$ cat src/rtl/powerup_pkg.sv
// Shared types and helpers for the power-up object bank.
// No logic of its own; latency and backpressure are defined by the users.
// Overlap function zero-extends to MAXW+1 bits so coordinate sums never wrap.
package powerup_pkg;

    typedef enum logic [1:0] {
        HIDDEN    = 2'd0,
        RISING    = 2'd1,
        ACTIVE    = 2'd2,
        COLLECTED = 2'd3
    } slot_state_e;

    // Widest coordinate supported; overlap maths runs at MAXW+1 bits.
    localparam int MAXW = 16;

    // Index width that never collapses to zero (a single slot still gets one bit).
    function automatic int clog2(input int n);
        int r;
        r = 0;
        while ((1 << r) < n) r++;
        return (r < 1) ? 1 : r;
    endfunction

    // Inclusive AABB test; edge contact counts as overlap.
    function automatic logic aabb_overlap(input logic [MAXW:0] cx, input logic [MAXW:0] cy,
                                          input logic [MAXW:0] ix, input logic [MAXW:0] iy,
                                          input int isz, input int csz);
        logic [MAXW:0] is_v;
        logic [MAXW:0] cs_v;
        is_v = isz[MAXW:0];
        cs_v = csz[MAXW:0];
        return (cx <= ix + is_v) && (cx + cs_v >= ix) &&
               (cy <= iy + is_v) && (cy + cs_v >= iy);
    endfunction

endpackage

$ cat src/rtl/powerup_bank_if.sv
// Bundle between the game logic / renderer and the power-up bank.
// Pure wiring, no latency.
// No backpressure: touch is a single-cycle pulse the game logic must consume.
interface powerup_bank_if #(
    parameter int N_ITEMS = 4,
    parameter int COORD_W = 10
) ();
    import powerup_pkg::*;

    localparam int ID_W = clog2(N_ITEMS);

    logic [COORD_W-1:0]         char_x;
    logic [COORD_W-1:0]         char_y;
    logic [COORD_W-1:0]         bg_pos;
    logic [N_ITEMS-1:0]         reveal;
    logic                       tick;
    logic [N_ITEMS*COORD_W-1:0] item_x;
    logic [N_ITEMS*COORD_W-1:0] item_y;
    logic [N_ITEMS-1:0]         item_en;
    logic                       touch;
    logic [ID_W-1:0]            touch_id;
    logic [N_ITEMS-1:0]         collected_mask;

    modport master (
        output char_x, char_y, bg_pos, reveal, tick,
        input  item_x, item_y, item_en, touch, touch_id, collected_mask
    );

    modport slave (
        input  char_x, char_y, bg_pos, reveal, tick,
        output item_x, item_y, item_en, touch, touch_id, collected_mask
    );
endinterface

$ cat src/rtl/powerup_slot.sv
// One power-up slot: hidden/rising/active/collected state, Y position and overlap request.
// State and Y update one cycle after reveal/tick/grant; req is combinational.
// No backpressure: a requesting slot simply waits until the arbiter grants it.
module powerup_slot
    import powerup_pkg::*;
#(
    parameter int                 COORD_W   = 10,
    parameter int                 ITEM_SIZE = 12,
    parameter int                 CHAR_SIZE = 12,
    parameter int                 RISE_STEP = 1,
    parameter logic [COORD_W-1:0] X_INIT    = '0,
    parameter logic [COORD_W-1:0] Y_INIT    = '0
) (
    input  logic               sys_clk,
    input  logic               RST_N,
    input  logic [COORD_W-1:0] char_x,
    input  logic [COORD_W-1:0] char_y,
    input  logic               reveal,
    input  logic               tick,
    input  logic               grant,
    output logic               req,
    output logic               en,
    output logic               collected,
    output logic [COORD_W-1:0] y_out
);
    localparam logic [COORD_W-1:0] Y_START = COORD_W'(int'(Y_INIT) + ITEM_SIZE);
    localparam logic [COORD_W:0]   Y_DONE  = {1'b0, Y_INIT} + (COORD_W+1)'(RISE_STEP);

    slot_state_e        state_q, state_d;
    logic [COORD_W-1:0] y_q, y_d;
    logic [MAXW:0]      cx_ext, cy_ext, ix_ext, iy_ext;
    logic               overlap;

    assign cx_ext  = {{(MAXW+1-COORD_W){1'b0}}, char_x};
    assign cy_ext  = {{(MAXW+1-COORD_W){1'b0}}, char_y};
    assign ix_ext  = {{(MAXW+1-COORD_W){1'b0}}, X_INIT};
    assign iy_ext  = {{(MAXW+1-COORD_W){1'b0}}, y_q};
    assign overlap = aabb_overlap(cx_ext, cy_ext, ix_ext, iy_ext, ITEM_SIZE, CHAR_SIZE);

    // Next state and Y: reveal starts the rise, ticks step Y up to its clamped final position.
    always_comb begin
        state_d = state_q;
        y_d     = y_q;
        case (state_q)
            HIDDEN: begin
                if (reveal) state_d = RISING;
            end
            RISING: begin
                if (tick) begin
                    if ({1'b0, y_q} <= Y_DONE) begin
                        y_d     = Y_INIT;
                        state_d = ACTIVE;
                    end else begin
                        y_d = y_q - COORD_W'(RISE_STEP);
                    end
                end
            end
            ACTIVE: begin
                if (grant) state_d = COLLECTED;
            end
            default: state_d = COLLECTED;
        endcase
    end

    // State and Y registers.
    always_ff @(posedge sys_clk or negedge RST_N) begin
        if (!RST_N) begin
            state_q <= HIDDEN;
            y_q     <= Y_START;
        end else begin
            state_q <= state_d;
            y_q     <= y_d;
        end
    end

    assign req       = (state_q == ACTIVE) && overlap;
    assign en        = (state_q == RISING) || (state_q == ACTIVE);
    assign collected = (state_q == COLLECTED);
    assign y_out     = y_q;

endmodule

$ cat src/rtl/powerup_bank.sv
// Bank of N_ITEMS power-up slots with lowest-index-first collection arbiter.
// Overlap to touch pulse is 1 cycle; item_x is combinational from bg_pos.
// No backpressure: overlapping slots are granted one per cycle, losers retry next cycle.
module powerup_bank
    import powerup_pkg::*;
#(
    parameter int                         N_ITEMS     = 4,
    parameter int                         COORD_W     = 10,
    parameter int                         ITEM_SIZE   = 12,
    parameter int                         CHAR_SIZE   = 12,
    parameter int                         RISE_STEP   = 1,
    parameter logic [N_ITEMS*COORD_W-1:0] ITEM_X_INIT = {N_ITEMS{COORD_W'(272)}},
    parameter logic [N_ITEMS*COORD_W-1:0] ITEM_Y_INIT = {N_ITEMS{COORD_W'(135)}}
) (
    input  logic           sys_clk,
    input  logic           RST_N,
    powerup_bank_if.slave  bus
);
    localparam int ID_W = clog2(N_ITEMS);

    logic [N_ITEMS-1:0]         req, grant, en_w, coll_w;
    logic [N_ITEMS*COORD_W-1:0] item_x_w, item_y_w;
    logic                       touch_q, touch_d;
    logic [ID_W-1:0]            touch_id_q, touch_id_d;
    logic [ID_W-1:0]            win;
    logic                       found;

    for (genvar i = 0; i < N_ITEMS; i++) begin : g_slot
        localparam logic [COORD_W-1:0] XI = ITEM_X_INIT[i*COORD_W +: COORD_W];
        localparam logic [COORD_W-1:0] YI = ITEM_Y_INIT[i*COORD_W +: COORD_W];

        powerup_slot #(
            .COORD_W   (COORD_W),
            .ITEM_SIZE (ITEM_SIZE),
            .CHAR_SIZE (CHAR_SIZE),
            .RISE_STEP (RISE_STEP),
            .X_INIT    (XI),
            .Y_INIT    (YI)
        ) u_slot (
            .sys_clk   (sys_clk),
            .RST_N     (RST_N),
            .char_x    (bus.char_x),
            .char_y    (bus.char_y),
            .reveal    (bus.reveal[i]),
            .tick      (bus.tick),
            .grant     (grant[i]),
            .req       (req[i]),
            .en        (en_w[i]),
            .collected (coll_w[i]),
            .y_out     (item_y_w[i*COORD_W +: COORD_W])
        );

        // Screen X wraps modulo 2^COORD_W; the renderer clips.
        assign item_x_w[i*COORD_W +: COORD_W] = XI - bus.bg_pos;
    end

    // Priority arbiter: lowest requesting index is granted; touch_id holds when idle.
    always_comb begin
        grant = '0;
        found = 1'b0;
        win   = '0;
        for (int i = 0; i < N_ITEMS; i++) begin
            if (req[i] && !found) begin
                grant[i] = 1'b1;
                found    = 1'b1;
                win      = ID_W'(i);
            end
        end
        touch_d    = found;
        touch_id_d = found ? win : touch_id_q;
    end

    // Registered touch pulse and winning index.
    always_ff @(posedge sys_clk or negedge RST_N) begin
        if (!RST_N) begin
            touch_q    <= 1'b0;
            touch_id_q <= '0;
        end else begin
            touch_q    <= touch_d;
            touch_id_q <= touch_id_d;
        end
    end

    assign bus.item_x         = item_x_w;
    assign bus.item_y         = item_y_w;
    assign bus.item_en        = en_w;
    assign bus.touch          = touch_q;
    assign bus.touch_id       = touch_id_q;
    assign bus.collected_mask = coll_w;

endmodule

$ cat src/flat_wrapper.sv
// flat-port wrapper written by rule: the top's interface ports become plain ports
module powerup_bank_flat import powerup_pkg::*;
#(
    parameter int                         N_ITEMS     = 4,
    parameter int                         COORD_W     = 10,
    parameter int                         ITEM_SIZE   = 12,
    parameter int                         CHAR_SIZE   = 12,
    parameter int                         RISE_STEP   = 1,
    parameter logic [N_ITEMS*COORD_W-1:0] ITEM_X_INIT = {N_ITEMS{COORD_W'(272)}},
    parameter logic [N_ITEMS*COORD_W-1:0] ITEM_Y_INIT = {N_ITEMS{COORD_W'(135)}}
)
  (sys_clk, RST_N, bus_char_x, bus_char_y, bus_bg_pos, bus_reveal, bus_tick, bus_item_x, bus_item_y, bus_item_en, bus_touch, bus_touch_id, bus_collected_mask);
  powerup_bank_if #(.N_ITEMS(N_ITEMS), .COORD_W(COORD_W)) bus_i ();
  input  logic sys_clk;
  input  logic RST_N;
  input wire logic [$bits(bus_i.char_x)-1:0] bus_char_x;
  input wire logic [$bits(bus_i.char_y)-1:0] bus_char_y;
  input wire logic [$bits(bus_i.bg_pos)-1:0] bus_bg_pos;
  input wire logic [$bits(bus_i.reveal)-1:0] bus_reveal;
  input wire logic [$bits(bus_i.tick)-1:0] bus_tick;
  output wire logic [$bits(bus_i.item_x)-1:0] bus_item_x;
  output wire logic [$bits(bus_i.item_y)-1:0] bus_item_y;
  output wire logic [$bits(bus_i.item_en)-1:0] bus_item_en;
  output wire logic [$bits(bus_i.touch)-1:0] bus_touch;
  output wire logic [$bits(bus_i.touch_id)-1:0] bus_touch_id;
  output wire logic [$bits(bus_i.collected_mask)-1:0] bus_collected_mask;
  assign bus_i.char_x = bus_char_x;
  assign bus_i.char_y = bus_char_y;
  assign bus_i.bg_pos = bus_bg_pos;
  assign bus_i.reveal = bus_reveal;
  assign bus_i.tick = bus_tick;
  assign bus_item_x = bus_i.item_x;
  assign bus_item_y = bus_i.item_y;
  assign bus_item_en = bus_i.item_en;
  assign bus_touch = bus_i.touch;
  assign bus_touch_id = bus_i.touch_id;
  assign bus_collected_mask = bus_i.collected_mask;
  powerup_bank #(.N_ITEMS(N_ITEMS), .COORD_W(COORD_W), .ITEM_SIZE(ITEM_SIZE), .CHAR_SIZE(CHAR_SIZE), .RISE_STEP(RISE_STEP), .ITEM_X_INIT(ITEM_X_INIT), .ITEM_Y_INIT(ITEM_Y_INIT)) u_core (.sys_clk(sys_clk), .RST_N(RST_N), .bus(bus_i));
endmodule
$ cat config.mk
export PLATFORM = sky130hd
export DESIGN_NAME = powerup_bank_flat
export DESIGN_NICKNAME = d
export VERILOG_FILES = /design/src/rtl/powerup_pkg.sv /design/src/rtl/powerup_bank_if.sv /design/src/rtl/powerup_slot.sv /design/src/rtl/powerup_bank.sv /design/src/flat_wrapper.sv
export SDC_FILE = /design/constraint.sdc
export NUM_CORES = 1
export LEC_CHECK = 0
export BUFFER_PORTS_ARGS = -buffer_cell sky130_fd_sc_hd__buf_2
export CORE_MARGIN = 2
export CORE_UTILIZATION = 40
export CTS_CLUSTER_SIZE = 16
export DETAILED_ROUTE_END_ITERATION = 10
export GPL_ROUTABILITY_DRIVEN = 0
export PLACE_DENSITY = 0.66
export SYNTH_ARGS = -nofsm -noshare
export SYNTH_HDL_FRONTEND = slang
export SYNTH_HIERARCHICAL = 1
export SYNTH_SLANG_ARGS = --single-unit
$ cat constraint.sdc
create_clock -name sys_clk -period 4.7 [get_ports sys_clk]
set_input_delay 0.47 -clock sys_clk [delete_from_list [all_inputs] [get_ports sys_clk]]
set_output_delay 0.47 -clock sys_clk [all_outputs]
set_load 0.03 [all_outputs]
==> flow_summary_export.csv, run 1 <==
group,metric,value,unit
outcome,outcome,"finished, final reports clean",
finish,fin_nets,985,
timing,final.min_clock_period,4.07,ns
floorplan,die_y,128,um
timing,finalSetupTns,0,ns
placed_design,dp_slack,0.630,ns
floorplan,core_area,15100,um2
logic_synthesis,synth_ff_type,"dfrtp_1",
global_routing,grt_use_met3,3.13,%
critical_path,critPathKind,"reg2reg",
logic_synthesis,synth_nets,889,
clock_tree,cts_root_buf,"clkbuf_16",
timing,fmax,0.246,GHz
finish,fillers,1497,
drt,vias,5709,
clock_tree,clock-sinks,51,
critical_path,worst_setup_path_end_kind,"register",
clock_tree,hold_buffers,0,
timing,maxSlewViolCount,0,
logic_synthesis,syn_avg_cell_area,8.36,um2
clock_tree,cts_setup_buffers,0,
global_routing,grt_max_degree,52,
placed_design,numPortBuffers,127,
clock_tree,htree_num_levels,2,
timing,fin_crit_sh,86.5,%
power,ir_drop,0.000131,V
global_routing,antenna_found_initial,3,
finish,fin_util,46.2,%
timing,fin_worst_skew,0.00711,ns
timing,setup_viol,0,
clock_tree,ctsResizeCount,0,
drt,drtPass1Iterations,4,
floorplan,start_util,40.8,%
floorplan,ios,128,
global_routing,grt-ovfl-total,0,
clock_tree,cts_tree,"done",
power,powerDensity,174,nW/um2
drt,ant_nets,0,
global_routing,grtUsageMet2,35.4,%
critical_path,regToRegSetupSlack,0.63,ns
drt,drtIter0Drc,282,
logic_synthesis,synthArstFlopShare,100,%
global_routing,grt_pass1_wl,26900,um
drt,drt-total-wl,16700,um
logic_synthesis,synthTopCellsByArea,"ha_1 (23%), dfrtp_1 (14%), dfstp_2 (6.8%), xnor2_1 (6.4%), inv_1 (4.6%)",
timing,slew_headroom,25.1,%
floorplan,die-area,16500,um2
timing,worst_pin_slew,1.11,ns
clock_tree,cts_buffers,5,
hold_path,min_path_type,"in2async",
critical_path,worst_setup_path_start_kind,"register",
logic_synthesis,synth_edf_count,0,
placed_design,dp_hpwl,12900,um
critical_path,cp.arrival,4.25,ns
logic_synthesis,yosys-top-cells-count,"ha_1 (113), inv_1 (75), nor2_1 (46)",
global_routing,grtUsageTotal,20.4,%
finish,area_growth,13.2,%
critical_path,crit_chain,"inv_1 > ha_1 > nor3_1 > and3_1 > xnor2_1 > ha_1 > a21oi_1 > nor2b_1 > o22ai_1 > a21oi_1 > nor4_1 > nor3b_1 > inv_1 > a221o_1 > mux2i_1",
critical_path,worstPathMaxFanout,8,
flow_run,cap_violations,0,
logic_synthesis,synth_top_area_share,22.9,%
global_routing,grt_pass1_vias,5349,
logic_synthesis,syn_area,6180,um2
power,power.static_leakage,3.29,nW
logic_synthesis,synth_cell_type_count,47,
drt,drc_errors,0,
logic_synthesis,yosysSeqAreaShare,21.0,%
logic_synthesis,postSynthCellCount,739,
logic_synthesis,ys_seq_elements,51,
floorplan,die_x,128,um
timing,rsz0062_at_grt,"false",
critical_path,crit_path_top_delay_cell,"nor4_1",
drt,avgRoutedWirePerCell,16.3,um
drt,vias_per_cell,5.56,
timing,layout_setup_ws,0.634,ns
timing,hold_violations,0,
critical_path,cpPeakStageDelay,0.64,ns
finish,drive_gt1_share,19.6,%
critical_path,cp.required,4.88,ns
critical_path,crit_buf_inv,2,
placed_design,placed_cell_area,6800,um2
power,total_power,1.22,mW
global_routing,grt_util_met1,26.7,%
floorplan,row_count,45,
logic_synthesis,post-synth-top-count-cell,"ha_1",
logic_synthesis,synth_warnings,6,
critical_path,cp_top_family,"simple AND/OR/NAND/NOR gates",
global_routing,globalRoute.busiestLayer,"met2",
logic_synthesis,yosysTopAreaCell,"ha_1",
finish,fin_area,7000,um2
clock_tree,clock_path_buffers,2,
clock_tree,clk_latency,0.30,ns
clock_tree,path_clk_slew,0.07,ns
==> flip-flops by register name (all words and copies together) (netlist names) <==
| name | flops |
|---|---|
| u_core/g_slot.u_slot/y_out | 40 |
| u_core/bus.touch_id | 2 |
| u_core/bus.touch | 1 |
| u_core/g_slot.u_slot/state_q | 8 |
==> stage by stage <==
| stage | cells | hold WS (ns) |
|---|---|---|
| finish | 1027 | 0.278 |
| global route | 1026 | 0.347 |
| CTS | 1024 | 0.304 |
| detailed placement | 1016 | 0.510 |
| global placement | 1016 | 0.507 |
| floorplan | 739 | 0.174 |
==> per-layer routing <==
metal / wire length (um) / share of wire [%] / vias to the layer above
li1: - / - / 2844
met1: 7610 / 46 / 2673
met2: 7900 / 47 / 180
met3: 986 / 5.9 / 12
met4: 201 / 1.2 / 0
met5: 0 / 0 / -
==> report_power, final <==
group | leakage, nW | internal [mW] | switching [mW]
Combinational | 2.67 | 0.0972 | 0.197
Clock | 0.0900 | 0.305 | 0.177
Sequential | 0.530 | 0.439 | 0
Total | 3.29 | 0.842 | 0.373
==> cell type report <==
type	count	area (um2)	share of cell area, %
diodes	3	7.51	0.107
clock buffers	5	125	1.79
clock inverters	3	67.6	0.966
inverters	75	282	4.02
multi-input cells	574	4340	62.0
flip-flops and latches	51	1300	18.5
well taps	188	235	3.36
repair buffers	128	643	9.19
==> layout by cell type, fill, tap and decap left out, types with 5 or more instances in the layout <==
cell and instances:
xor2_1 19, or3_1 12, o2111ai_1 16, and2_1 8, a21o_1 8, clkbuf_16 5, nor2b_1 12, nor2_1 46
nor4_1 12, o22ai_1 8, a31oi_1 8, nor3_1 36, dfstp_2 16, xnor2_1 45, o21ai_0 40, ha_1 113
buf_2 127, a21oi_1 37, nand3_1 28, a211oi_1 12, inv_1 75, nand2_1 29, mux2i_1 8, dfrtp_1 35
o21bai_1 5, nor4b_1 5, or4_1 5
==> cells by family after synthesis <==
| family | after synthesis | synth area share [%] |
|---|---|---|
| and+or+nand+nor | 215 | 18.2 |
| DFF | 51 | 21.0 |
| buffers and inverters | 114 | 8.81 |
| xor gates and xnor gates | 64 | 9.07 |
| AOI/OAI and AO/OA | 174 | 18.8 |
| adders and majority gates | 113 | 22.9 |
| muxes | 8 | 1.30 |
==> worst register-to-register path, cell delays in order (launching register included) <==
cell and delay (ns):
dfrtp_1 0.52, inv_1 0.18, ha_1 0.34, nor3_1 0.30
and3_1 0.21, xnor2_1 0.12, ha_1 0.26, a21oi_1 0.13
nor2b_1 0.07, o22ai_1 0.13, a21oi_1 0.07, nor4_1 0.64
nor3b_1 0.34, inv_1 0.10, a221o_1 0.40, mux2i_1 0.14
==> worst paths after layout <==
kind | from | depth (start not counted) | endpoint
setup reg to reg | u_core/g_slot[2].u_slot/y_out[2] | 15 | u_core/g_slot[2].u_slot/state_q[0]
hold reg to reg | u_core/g_slot[0].u_slot/y_out[1] | 2 | u_core/g_slot[0].u_slot/y_out[1]
min in group sys_clk | u_core/g_slot[0].u_slot/y_out[1] | 2 | u_core/g_slot[0].u_slot/y_out[1]
hold / removal | RST_N | 2 | u_core/g_slot[0].u_slot/y_out[2]
setup / recovery | u_core/g_slot[2].u_slot/y_out[2] | 15 | u_core/g_slot[2].u_slot/state_q[0]
max in group asynchronous | RST_N | 2 | u_core/g_slot[2].u_slot/y_out[2]
Note: power is estimated with default switching activity, not from simulation.
==> run 2: changes to the inputs <==
--- a/config.mk
+++ b/config.mk
@@ -11,7 +11,7 @@
 export CTS_CLUSTER_SIZE = 16
 export DETAILED_ROUTE_END_ITERATION = 10
 export GPL_ROUTABILITY_DRIVEN = 0
-export PLACE_DENSITY = 0.66
+export PLACE_DENSITY = 0.62
 export SYNTH_ARGS = -nofsm -noshare
 export SYNTH_HDL_FRONTEND = slang
 export SYNTH_HIERARCHICAL = 1
==> run 2 against run 1 <==
  * Wire length rose by 0.58%
  * Critical path type unchanged
  * Clock power is 22% lower
  * Worst setup slack improved by 0.11 ns
  * Sequential cell count is the same
==> flow_summary_export.csv, run 2 (synthesized netlist as in run 1, its figures left out) <==
group,metric,value,unit
drt,wl_met1,7750,um
global_routing,grt_pass1_wl,27400,um
timing,final.min_clock_period,3.96,ns
clock_tree,clk_latency,0.31,ns
clock_tree,htree_num_levels,2,
finish,layout_commonest_cell,"buf_2",
floorplan,core_area,15100,um2
drt,avgRoutedWirePerCell,16.3,um
placed_design,numPortBuffers,127,
floorplan,row_count,45,
critical_path,reg2reg_depth,13,
clock_tree,clock_path_buffers,2,
power,power.static_leakage,3.29,nW
floorplan,die_y,128,um
timing,layout_setup_ws,0.744,ns
global_routing,grt_max_degree,52,
flow_run,cap_violations,0,
finish,area_growth,12.7,%
global_routing,grt_pass1_vias,5526,
critical_path,critPathKind,"reg2reg",
drt,vias,5871,
timing,hold_violations,0,
finish,layout_common_cells,"buf_2 (127), ha_1 (113), inv_1 (75)",
drt,vias_per_cell,5.71,
timing,slew_headroom,54.6,%
clock_tree,cts_root_buf,"clkbuf_16",
timing,fmax,0.253,GHz
timing,fin_crit_sh,84.2,%
drt,ant_nets,0,
critical_path,worstPathMaxFanout,10,
timing,fin_worst_skew,0.0117,ns
finish,largest_reg_flops,40,
finish,drive_gt1_share,19.8,%
critical_path,worst_setup_path_start_kind,"register",
clock_tree,path_clk_slew,0.08,ns
timing,maxSlewViolCount,0,
timing,finalSetupTns,0,ns
placed_design,dp_slack,0.687,ns
clock_tree,ctsResizeCount,0,
critical_path,regToRegSetupSlack,0.74,ns
global_routing,antenna_found_initial,1,
critical_path,cp.arrival,4.15,ns
floorplan,die_x,128,um
global_routing,grt-ovfl-total,0,
power,ir_drop,0.000127,V
outcome,outcome,"finished, final reports clean",
critical_path,reg2reg_from,"u_core/g_slot[2].u_slot/y_out[3]",
timing,setup_viol,0,
floorplan,ios,128,
global_routing,grtUsageTotal,20.6,%
clock_tree,hold_buffers,0,
clock_tree,cts_buffers,5,
drt,drt-total-wl,16800,um
power,powerDensity,160,nW/um2
timing,rsz0062_at_grt,"false",
clock_tree,clock-sinks,51,
finish,fillers,1497,
floorplan,start_util,40.8,%
placed_design,dp_hpwl,12900,um
hold_path,min_path_type,"in2async",
drt,top_layer,"met4",
floorplan,die-area,16500,um2
critical_path,worst_setup_path_end_kind,"register",
drt,wl_met2,7450,um
critical_path,cp.required,4.89,ns
clock_tree,cts_setup_buffers,0,
drt,drtIter0Drc,361,
drt,drc_errors,0,
drt,drtPass1Iterations,5,
clock_tree,cts_tree,"done",
timing,worst_pin_slew,0.675,ns
drt,dr_wl_met3,1260,um
critical_path,r2r_end,"u_core/g_slot[2].u_slot/state_q[1]",
finish,fin_nets,988,
-- run 2: cell types whose count changed in the layout (fill, tap and decap cells not counted), sizes merged --
cell    delta
buf        +3
bufinv     -2
clkbuf     +1
clkinv     +1
diode      -2
-- run 2: worst max-delay path by stage --
stage | endpoint | startpoint | depth (start not counted)
2_1_floorplan | u_core/g_slot[1].u_slot/state_q[1] | u_core/g_slot[1].u_slot/y_out[2] | 16
3_3_place_gp | u_core/g_slot[2].u_slot/state_q[1] | bus_char_y[2] | 15
3_5_place_dp | u_core/g_slot[2].u_slot/state_q[1] | bus_char_y[2] | 15
4_1_cts | u_core/g_slot[2].u_slot/state_q[1] | u_core/g_slot[2].u_slot/y_out[3] | 13
5_1_grt | u_core/g_slot[2].u_slot/state_q[1] | u_core/g_slot[2].u_slot/y_out[2] | 15
6_report | u_core/g_slot[2].u_slot/state_q[1] | u_core/g_slot[2].u_slot/y_out[3] | 13
-- run 2: area by class of cell --
type | count | area, um2 | share of cell area, %
diodes | 1 | 2.50 | 0.0359
repair buffers | 131 | 666 | 9.56
clock buffers | 6 | 129 | 1.85
clock inverters | 2 | 12.5 | 0.180
flip-flops and latches | 51 | 1300 | 18.6
multi-input cells | 574 | 4340 | 62.3
well taps | 188 | 235 | 3.38
inverters | 75 | 282 | 4.04
-- run 2: worst max-delay path, stage by stage, from the launching register on --
cell,delay [ns]
dfrtp_1,0.53
inv_1,0.17
ha_1,0.31
nor3_1,0.31
xnor2_1,0.17
ha_1,0.26
and4_1,0.23
a211oi_1,0.28
o32ai_1,0.15
nor4_1,0.53
nor3b_1,0.28
inv_1,0.09
a221o_1,0.39
mux2i_1,0.13
-- run 2: per-stage QoR --
| step | total power [mW] | hold WS [ns] | area, um2 | std cells | utilization, % |
|---|---|---|---|---|---|
| global placement | 0.740 | 0.508 | 6820 | 1019 | 45.0 |
| detailed placement | 0.741 | 0.511 | 6820 | 1019 | 45.0 |
| CTS | 1.13 | 0.304 | 6960 | 1027 | 45.9 |
| floorplan | 0.665 | 0.174 | 6180 | 739 | - |
| global route | 1.17 | 0.346 | 6960 | 1027 | 45.9 |
| finish | 1.11 | 0.272 | 6960 | 1028 | 46.0 |
-- run 2: power by group --
part / total [mW] / switching, mW / internal, mW
registers: 0.439 / 0 / 0.439
clock network: 0.377 / 0.180 / 0.197
logic: 0.295 / 0.198 / 0.0974
-- run 2: layer usage --
layer | global-route usage (%) | vias to the layer above
met1 | 27.8 | 2770
met5 | 0 | -
met4 | 6.40 | 0
met3 | 4.30 | 25
met2 | 33.0 | 220
li1 | - | 2856
